**src/rtl/ififo_pkg.sv**
```systemverilog
// rtl/ififo_pkg.sv - shared AHB transfer/size codes used by the ififo and the AHB master interface
package ififo_pkg;

   localparam logic [1:0] HTRANS_IDLE = 2'b00;
   localparam logic [1:0] HTRANS_BUSY = 2'b01;
   localparam logic [1:0] HTRANS_NSEQ = 2'b10;
   localparam logic [1:0] HTRANS_SEQ  = 2'b11;

   localparam logic [2:0] HSIZE_BYTE = 3'b000;
   localparam logic [2:0] HSIZE_HALF = 3'b001;
   localparam logic [2:0] HSIZE_WORD = 3'b010;

endpackage

```
**src/rtl/ififo_if.sv**
```systemverilog
// rtl/ififo_if.sv - AHB snoop and core-side signal bundle of the ififo
interface ififo_if;

   logic [31:0] I_IFIFO_HRDATA;
   logic [31:0] I_IFIFO_HADDR;
   logic [1:0]  I_IFIFO_HTRANS;
   logic [2:0]  I_IFIFO_HSIZE;
   logic        I_IFIFO_HWRITE;
   logic        I_IFIFO_HREADY;
   logic        I_IFIFO_CLEAR;
   logic        I_IFIFO_POP;
   logic [31:0] O_IFIFO_DATA;
   logic        O_IFIFO_EMPTY;
   logic        O_IFIFO_FULL;
   logic        O_IFIFO_AFULL;
   logic [5:0]  O_IFIFO_COUNT;
   logic        O_IFIFO_OVERFLOW;

   modport master (
      output I_IFIFO_HRDATA, I_IFIFO_HADDR, I_IFIFO_HTRANS, I_IFIFO_HSIZE,
             I_IFIFO_HWRITE, I_IFIFO_HREADY, I_IFIFO_CLEAR, I_IFIFO_POP,
      input  O_IFIFO_DATA, O_IFIFO_EMPTY, O_IFIFO_FULL, O_IFIFO_AFULL,
             O_IFIFO_COUNT, O_IFIFO_OVERFLOW
   );

   modport slave (
      input  I_IFIFO_HRDATA, I_IFIFO_HADDR, I_IFIFO_HTRANS, I_IFIFO_HSIZE,
             I_IFIFO_HWRITE, I_IFIFO_HREADY, I_IFIFO_CLEAR, I_IFIFO_POP,
      output O_IFIFO_DATA, O_IFIFO_EMPTY, O_IFIFO_FULL, O_IFIFO_AFULL,
             O_IFIFO_COUNT, O_IFIFO_OVERFLOW
   );

endinterface

```
**src/rtl/ififo_mem.sv**
```systemverilog
// rtl/ififo_mem.sv - ififo storage: register array, synchronous write, asynchronous read
module ififo_mem #(
   parameter int P_DEPTH = 16,
   parameter int P_AW    = 4
) (
   input  logic            clk,
   input  logic            we,
   input  logic [P_AW-1:0] waddr,
   input  logic [31:0]     wdata,
   input  logic [P_AW-1:0] raddr,
   output logic [31:0]     rdata
);

   logic [31:0] mem [P_DEPTH];

   always_ff @(posedge clk) begin
      if (we) begin
         mem[waddr] <= wdata;
      end
   end

   assign rdata = mem[raddr];

endmodule

```
**src/rtl/ififo.sv**
```systemverilog
// rtl/ififo.sv - captures AHB read data phases into a first-word-fall-through FIFO for the core
module ififo
   import ififo_pkg::*;
#(
   parameter int P_DEPTH = 16,
   parameter int P_AFULL = 12
) (
   input logic   I_IFIFO_HCLK,
   input logic   I_IFIFO_HRESET,
   ififo_if.slave bus
);

   localparam int         LP_AW    = $clog2(P_DEPTH);
   localparam logic [5:0] LP_DEPTH = 6'(P_DEPTH);
   localparam logic [5:0] LP_AFULL = 6'(P_AFULL);

   logic             dphase_vld;
   logic [1:0]       dphase_lane;
   logic [2:0]       dphase_size;
   logic [LP_AW-1:0] wr_ptr;
   logic [LP_AW-1:0] rd_ptr;
   logic [5:0]       count;
   logic             overflow;
   logic             empty;
   logic             full;
   logic             push;
   logic             pop_ok;
   logic             push_ok;
   logic [31:0]      push_data;
   logic [31:0]      head_data;
   logic             unused_bits;

   assign unused_bits = ^{bus.I_IFIFO_HADDR[31:2], bus.I_IFIFO_HTRANS[0]};

   assign empty   = (count == 6'd0);
   assign full    = (count == LP_DEPTH);
   assign push    = dphase_vld & bus.I_IFIFO_HREADY;
   assign pop_ok  = bus.I_IFIFO_POP & ~empty;
   // a pop frees a slot in the same edge, so a push into a full FIFO survives
   assign push_ok = push & (~full | pop_ok);

   always_comb begin
      push_data = bus.I_IFIFO_HRDATA;
      case (dphase_size)
         HSIZE_BYTE: push_data = {24'h0, bus.I_IFIFO_HRDATA[{dphase_lane, 3'b000} +: 8]};
         HSIZE_HALF: push_data = {16'h0, dphase_lane[1] ? bus.I_IFIFO_HRDATA[31:16]
                                                        : bus.I_IFIFO_HRDATA[15:0]};
         default:    push_data = bus.I_IFIFO_HRDATA;
      endcase
   end

   always_ff @(posedge I_IFIFO_HCLK) begin
      if (I_IFIFO_HRESET || bus.I_IFIFO_CLEAR) begin
         dphase_vld <= 1'b0;
      end else if (bus.I_IFIFO_HREADY) begin
         dphase_vld <= bus.I_IFIFO_HTRANS[1] & ~bus.I_IFIFO_HWRITE;
      end
      if (bus.I_IFIFO_HREADY) begin
         dphase_lane <= bus.I_IFIFO_HADDR[1:0];
         dphase_size <= bus.I_IFIFO_HSIZE;
      end
   end

   always_ff @(posedge I_IFIFO_HCLK) begin
      if (I_IFIFO_HRESET || bus.I_IFIFO_CLEAR) begin
         wr_ptr   <= '0;
         rd_ptr   <= '0;
         count    <= 6'd0;
         overflow <= 1'b0;
      end else begin
         if (push_ok) begin
            wr_ptr <= wr_ptr + LP_AW'(1);
         end
         if (pop_ok) begin
            rd_ptr <= rd_ptr + LP_AW'(1);
         end
         count <= count + 6'(push_ok) - 6'(pop_ok);
         if (push & ~push_ok) begin
            overflow <= 1'b1;
         end
      end
   end

   ififo_mem #(
      .P_DEPTH (P_DEPTH),
      .P_AW    (LP_AW)
   ) u_mem (
      .clk   (I_IFIFO_HCLK),
      .we    (push_ok & ~I_IFIFO_HRESET & ~bus.I_IFIFO_CLEAR),
      .waddr (wr_ptr),
      .wdata (push_data),
      .raddr (rd_ptr),
      .rdata (head_data)
   );

   assign bus.O_IFIFO_DATA     = empty ? 32'h0 : head_data;
   assign bus.O_IFIFO_EMPTY    = empty;
   assign bus.O_IFIFO_FULL     = full;
   assign bus.O_IFIFO_AFULL    = (count >= LP_AFULL);
   assign bus.O_IFIFO_COUNT    = count;
   assign bus.O_IFIFO_OVERFLOW = overflow;

endmodule

```
**src/flat_wrapper.sv**
```systemverilog
// flat-port wrapper written by rule: the top's interface ports become plain ports
module ififo_flat import ififo_pkg::*;
#(
   parameter int P_DEPTH = 16,
   parameter int P_AFULL = 12
)
  (I_IFIFO_HCLK, I_IFIFO_HRESET, bus_I_IFIFO_HRDATA, bus_I_IFIFO_HADDR, bus_I_IFIFO_HTRANS, bus_I_IFIFO_HSIZE, bus_I_IFIFO_HWRITE, bus_I_IFIFO_HREADY, bus_I_IFIFO_CLEAR, bus_I_IFIFO_POP, bus_O_IFIFO_DATA, bus_O_IFIFO_EMPTY, bus_O_IFIFO_FULL, bus_O_IFIFO_AFULL, bus_O_IFIFO_COUNT, bus_O_IFIFO_OVERFLOW);
  ififo_if bus_i ();
  input logic I_IFIFO_HCLK;
  input logic I_IFIFO_HRESET;
  input wire logic [$bits(bus_i.I_IFIFO_HRDATA)-1:0] bus_I_IFIFO_HRDATA;
  input wire logic [$bits(bus_i.I_IFIFO_HADDR)-1:0] bus_I_IFIFO_HADDR;
  input wire logic [$bits(bus_i.I_IFIFO_HTRANS)-1:0] bus_I_IFIFO_HTRANS;
  input wire logic [$bits(bus_i.I_IFIFO_HSIZE)-1:0] bus_I_IFIFO_HSIZE;
  input wire logic [$bits(bus_i.I_IFIFO_HWRITE)-1:0] bus_I_IFIFO_HWRITE;
  input wire logic [$bits(bus_i.I_IFIFO_HREADY)-1:0] bus_I_IFIFO_HREADY;
  input wire logic [$bits(bus_i.I_IFIFO_CLEAR)-1:0] bus_I_IFIFO_CLEAR;
  input wire logic [$bits(bus_i.I_IFIFO_POP)-1:0] bus_I_IFIFO_POP;
  output wire logic [$bits(bus_i.O_IFIFO_DATA)-1:0] bus_O_IFIFO_DATA;
  output wire logic [$bits(bus_i.O_IFIFO_EMPTY)-1:0] bus_O_IFIFO_EMPTY;
  output wire logic [$bits(bus_i.O_IFIFO_FULL)-1:0] bus_O_IFIFO_FULL;
  output wire logic [$bits(bus_i.O_IFIFO_AFULL)-1:0] bus_O_IFIFO_AFULL;
  output wire logic [$bits(bus_i.O_IFIFO_COUNT)-1:0] bus_O_IFIFO_COUNT;
  output wire logic [$bits(bus_i.O_IFIFO_OVERFLOW)-1:0] bus_O_IFIFO_OVERFLOW;
  assign bus_i.I_IFIFO_HRDATA = bus_I_IFIFO_HRDATA;
  assign bus_i.I_IFIFO_HADDR = bus_I_IFIFO_HADDR;
  assign bus_i.I_IFIFO_HTRANS = bus_I_IFIFO_HTRANS;
  assign bus_i.I_IFIFO_HSIZE = bus_I_IFIFO_HSIZE;
  assign bus_i.I_IFIFO_HWRITE = bus_I_IFIFO_HWRITE;
  assign bus_i.I_IFIFO_HREADY = bus_I_IFIFO_HREADY;
  assign bus_i.I_IFIFO_CLEAR = bus_I_IFIFO_CLEAR;
  assign bus_i.I_IFIFO_POP = bus_I_IFIFO_POP;
  assign bus_O_IFIFO_DATA = bus_i.O_IFIFO_DATA;
  assign bus_O_IFIFO_EMPTY = bus_i.O_IFIFO_EMPTY;
  assign bus_O_IFIFO_FULL = bus_i.O_IFIFO_FULL;
  assign bus_O_IFIFO_AFULL = bus_i.O_IFIFO_AFULL;
  assign bus_O_IFIFO_COUNT = bus_i.O_IFIFO_COUNT;
  assign bus_O_IFIFO_OVERFLOW = bus_i.O_IFIFO_OVERFLOW;
  ififo #(.P_DEPTH(P_DEPTH), .P_AFULL(P_AFULL)) u_core (.I_IFIFO_HCLK(I_IFIFO_HCLK), .I_IFIFO_HRESET(I_IFIFO_HRESET), .bus(bus_i));
endmodule
```
**config.mk**
```make
export PLATFORM = sky130hd
export DESIGN_NAME = ififo_flat
export DESIGN_NICKNAME = d
export VERILOG_FILES = /design/src/rtl/ififo_pkg.sv /design/src/rtl/ififo_if.sv /design/src/rtl/ififo_mem.sv /design/src/rtl/ififo.sv /design/src/flat_wrapper.sv
export SDC_FILE = /design/constraint.sdc
export NUM_CORES = 1
export LEC_CHECK = 0
export CAP_MARGIN = 20
export CORE_MARGIN = 5
export CORE_UTILIZATION = 64
export CTS_CLUSTER_DIAMETER = 50
export DETAILED_ROUTE_END_ITERATION = 12
export PLACE_DENSITY_LB_ADDON = 0.2
export SYNTH_ARGS = -nofsm -noshare
export SYNTH_HDL_FRONTEND = slang
export SYNTH_SLANG_ARGS = --single-unit
```
**constraint.sdc**
```tcl
create_clock -name I_IFIFO_HCLK -period 6.5 [get_ports I_IFIFO_HCLK]
set_input_delay 1.3 -clock I_IFIFO_HCLK [delete_from_list [all_inputs] [get_ports I_IFIFO_HCLK]]
set_output_delay 1.3 -clock I_IFIFO_HCLK [all_outputs]
set_load 0.05 [all_outputs]
```
==> reports/metrics.cfg <==
[grt]
grt_pass1_wl_um=71600
gr-total-overflow=0
grt_max_degree=69
track_usage_pct=27.2
antenna_found_initial=1
grt_pass1_vias=11007

[synth]
synth_fa_ha_area_share_pct=0.983
seq_area_frac_synth_pct=75.4
yosys.area.top_type=edfxtp_1
synth_edf_count=517
synth_top_family_by_area=multiplexers
yosysTopAreaCellShare_pct=73.5
yosysWarnings=0
synth_nets=1140
synth_xor_area_share_pct=0.207
muxShareOfSynthArea_pct=14.2
synthTopCellsByArea=edfxtp_1, mux4_2, nand3_1, dfxtp_1, a22oi_1
synthArstFlopShare_pct=0
ys_types=51
syn-cell-area_mm2=0.0211
synthesis.instances=1049
ys_ff_latch=537
ys.flop_type=edfxtp_1
syn_area_per_cell_um2=20.1
synth-simple-area-share_pct=5.11
synth-compound-area-share_pct=2.19

[worst_setup_path]
crit_family=buffers and inverters
ff2ff_path_depth=15
crit_slowest_cell=dfxtp_4
worst-path-buf-inv=2
cp_max_fo=43
crit_type=flop to output port
r2r_end=u_core.bus.O_IFIFO_COUNT[4]$_SDFF_PP0_
worstPathRequired_ns=5.20
cp_common_cell=nand3_1
crit_chain=buf_4 -> mux4_2 -> nand3_1 -> nand3_1 -> clkdlybuf4s50_1
worstSetupEndpointType=output port
critPathMaxStageDelay_ns=1.01
cp-start-kind=flop
rr_startpoint=u_core.bus.O_IFIFO_COUNT[2]$_SDFF_PP0_
reg2reg_setup_slack_ns=2.96
arrival_ns=3.76

[timing]
rsz0062_at_grt=false
fmax_ghz=0.198
slew_viol_final=0
period_needed_ns=5.06
worst_pin_slew_ns=1.15
hold_viol_final=0
final.period_utilization_pct=77.8
setup_violations=0
fin_tns_setup_ns=0
fin_skew_ns=0.00975
slew_headroom_pct=23.4
hold_ws_ns=0.477

[clock_tree]
htree_levels=2
cts_sinks=537
cts_tree=built
insertion_delay_ns=0.55
cts_setup_buffers=0
postCtsHoldBufs=0
cts_buffers=51
cts-root-buf=clkbuf_16
cts.clk_slew.worst_paths_ns=0.06
cts_buffer_depth=3
cts-resized-gates=0

[detailed_routing]
viasPerCell=6.66
ant_nets=0
routed_wl_um=48600
drtIter0Drc=1411
vias=10853
post_drt_wl_per_cell_um=29.8
drc=0
drt_pass1_iterations=5

[hold_path]
hp-class=flop to flop
hold_end=u_core.bus.O_IFIFO_OVERFLOW$_SDFFE_PP0P_
min-delay-start=u_core.bus.O_IFIFO_OVERFLOW$_SDFFE_PP0P_
whs_path_depth=2

[placed_design]
port_buffers=85
dpl.hpwl_um=25200
dp.cells=1538
gp_congestion=0.768

[finish]
fillers=1892
final_cells=1629
nets=1243
syn_to_final_growth_pct=13.9
antenna_cells=0
final_layout_size_suffix_gt1_share_pct=20.7

[power_and_ir_drop]
ir_worst_vdd_v=0.000406
p_leak_nw=7.59
pwr_density_cell_mw_per_mm2=364

[die]
die_w_um=192
rows=66
ioPinCount=117
coreArea_mm2=0.0325
die-area_mm2=0.0367
start_util_pct=64.9
die_h_um=192

[outcome]
outcome=completed

[flow_run]
maxCapViolations=0

cells in the final DEF, fill, tap and decap left out, types with 4 or more instances in the layout:
cell,count
clkdlybuf4s50_1,85
and3_2,13
o21ai_0,5
clkinv_2,4
inv_1,18
dfxtp_1,17
nor2_1,23
edfxtp_1,517
clkinv_1,14
nand2b_1,6
nand2_1,20
a22oi_1,32
o22ai_1,6
mux4_2,126
ha_1,15
clkbuf_1,10
buf_4,22
nand3_1,104
a21oi_1,10
mux2i_1,7
and2_1,17
clkbuf_16,53
stage by stage:
stage	cell area, um2	utilization, %	power, W	worst slack (ns)
2_1_floorplan	21100	-	0.00531	2.01
3_3_place_gp	22500	69.0	0.00601	1.86
3_5_place_dp	22500	69.0	0.00603	1.76
4_1_cts	24000	73.8	0.00879	1.12
5_1_grt	24000	73.9	0.00906	1.11
6_report	24000	73.9	0.00876	1.44
logic make-up after synthesis:
family,Yosys count
flip-flops,537
AND/OR/NAND/NOR,207
multiplexers,138
buffers and inverters,79
AO/OA/AOI/OAI,67
adder cells (fa/ha/maj),16
XOR/XNOR,5
worst register-to-register path: stages, from the launching register on:
cell	delay (ns)
dfxtp_1	0.39
inv_1	0.09
ha_1	0.25
nand4bb_4	0.12
buf_4	0.76
nand2_1	0.24
inv_1	0.11
ha_1	0.22
inv_1	0.06
ha_1	0.16
inv_1	0.06
fa_1	0.39
nand2b_1	0.17
a21oi_1	0.20
o21a_1	0.13
nor3_1	0.05
Yosys cell counts, drive strengths merged (2+ instances only):
| cell | instances |
|---|---|
| ha | 15 |
| a22oi | 32 |
| and3 | 15 |
| o22ai | 6 |
| a21oi | 11 |
| or3 | 3 |
| a31oi | 3 |
| nor2 | 23 |
| nand2b | 6 |
| nor3 | 7 |
| o21ai | 5 |
| nand2 | 20 |
| mux4 | 128 |
| mux2 | 3 |
| nand3 | 104 |
| or2 | 2 |
| a311oi | 2 |
| xnor2 | 2 |
| edfxtp | 517 |
| dfxtp | 20 |
| buf | 41 |
| inv | 19 |
| xor2 | 3 |
| and4 | 2 |
| and2 | 18 |
| clkbuf | 19 |
| mux2i | 7 |
metal layers:
| metal | up-vias | wire (um) | GRT usage (%) |
|---|---|---|---|
| li1 | 4528 | - | - |
| met1 | 5643 | 18600 | 39.1 |
| met2 | 608 | 24300 | 44.6 |
| met3 | 72 | 4490 | 4.54 |
| met4 | 2 | 1170 | 7.35 |
| met5 | - | 13 | 0 |
worst max-delay path by stage:
stage,startpoint,to,slack [ns],cells past startpoint
global route,flop,bus_O_IFIFO_DATA[7],1.11,5
global placement,flop,bus_O_IFIFO_DATA[13],1.86,4
CTS,flop,bus_O_IFIFO_DATA[13],1.12,4
finish,flop,bus_O_IFIFO_DATA[7],1.44,5
floorplan,u_core.bus.O_IFIFO_COUNT[2]$_SDFF_PP0_,u_core.u_mem.mem[3][0]$_DFFE_PP_,2.01,6
detailed placement,flop,bus_O_IFIFO_DATA[13],1.76,4
state kept, by name (all words and copies together), names as in the netlist, named ones only:
| name | count |
|---|---|
| u_core.rd_ptr | 4 |
| u_core.dphase_vld | 1 |
| u_core.bus.O_IFIFO_OVERFLOW | 1 |
| u_core.dphase_size | 3 |
| u_core.dphase_lane | 2 |
| u_core.bus.O_IFIFO_COUNT | 6 |
| u_core.wr_ptr | 4 |
| u_core.u_mem.mem | 512 |
cell type report:
type	instances	area [um2]	share of cell area, %
Tap cell	442	553	2.30
Clock inverter	25	194	0.806
Multi-Input combinational cell	433	4850	20.2
Timing Repair Buffer	110	1080	4.47
Inverter	19	71.3	0.297
Sequential cell	537	15900	66.3
Clock buffer	63	1360	5.67
where the power goes:
group	internal (W)	leakage [nW]	switching [W]	total, W
logic	0.000644	1.94	0.00140	0.00205
registers	0.00385	4.90	0.0000639	0.00391
clock network	0.00160	0.749	0.00120	0.00280
No activity file was read; power rests on OpenSTA's default activity.
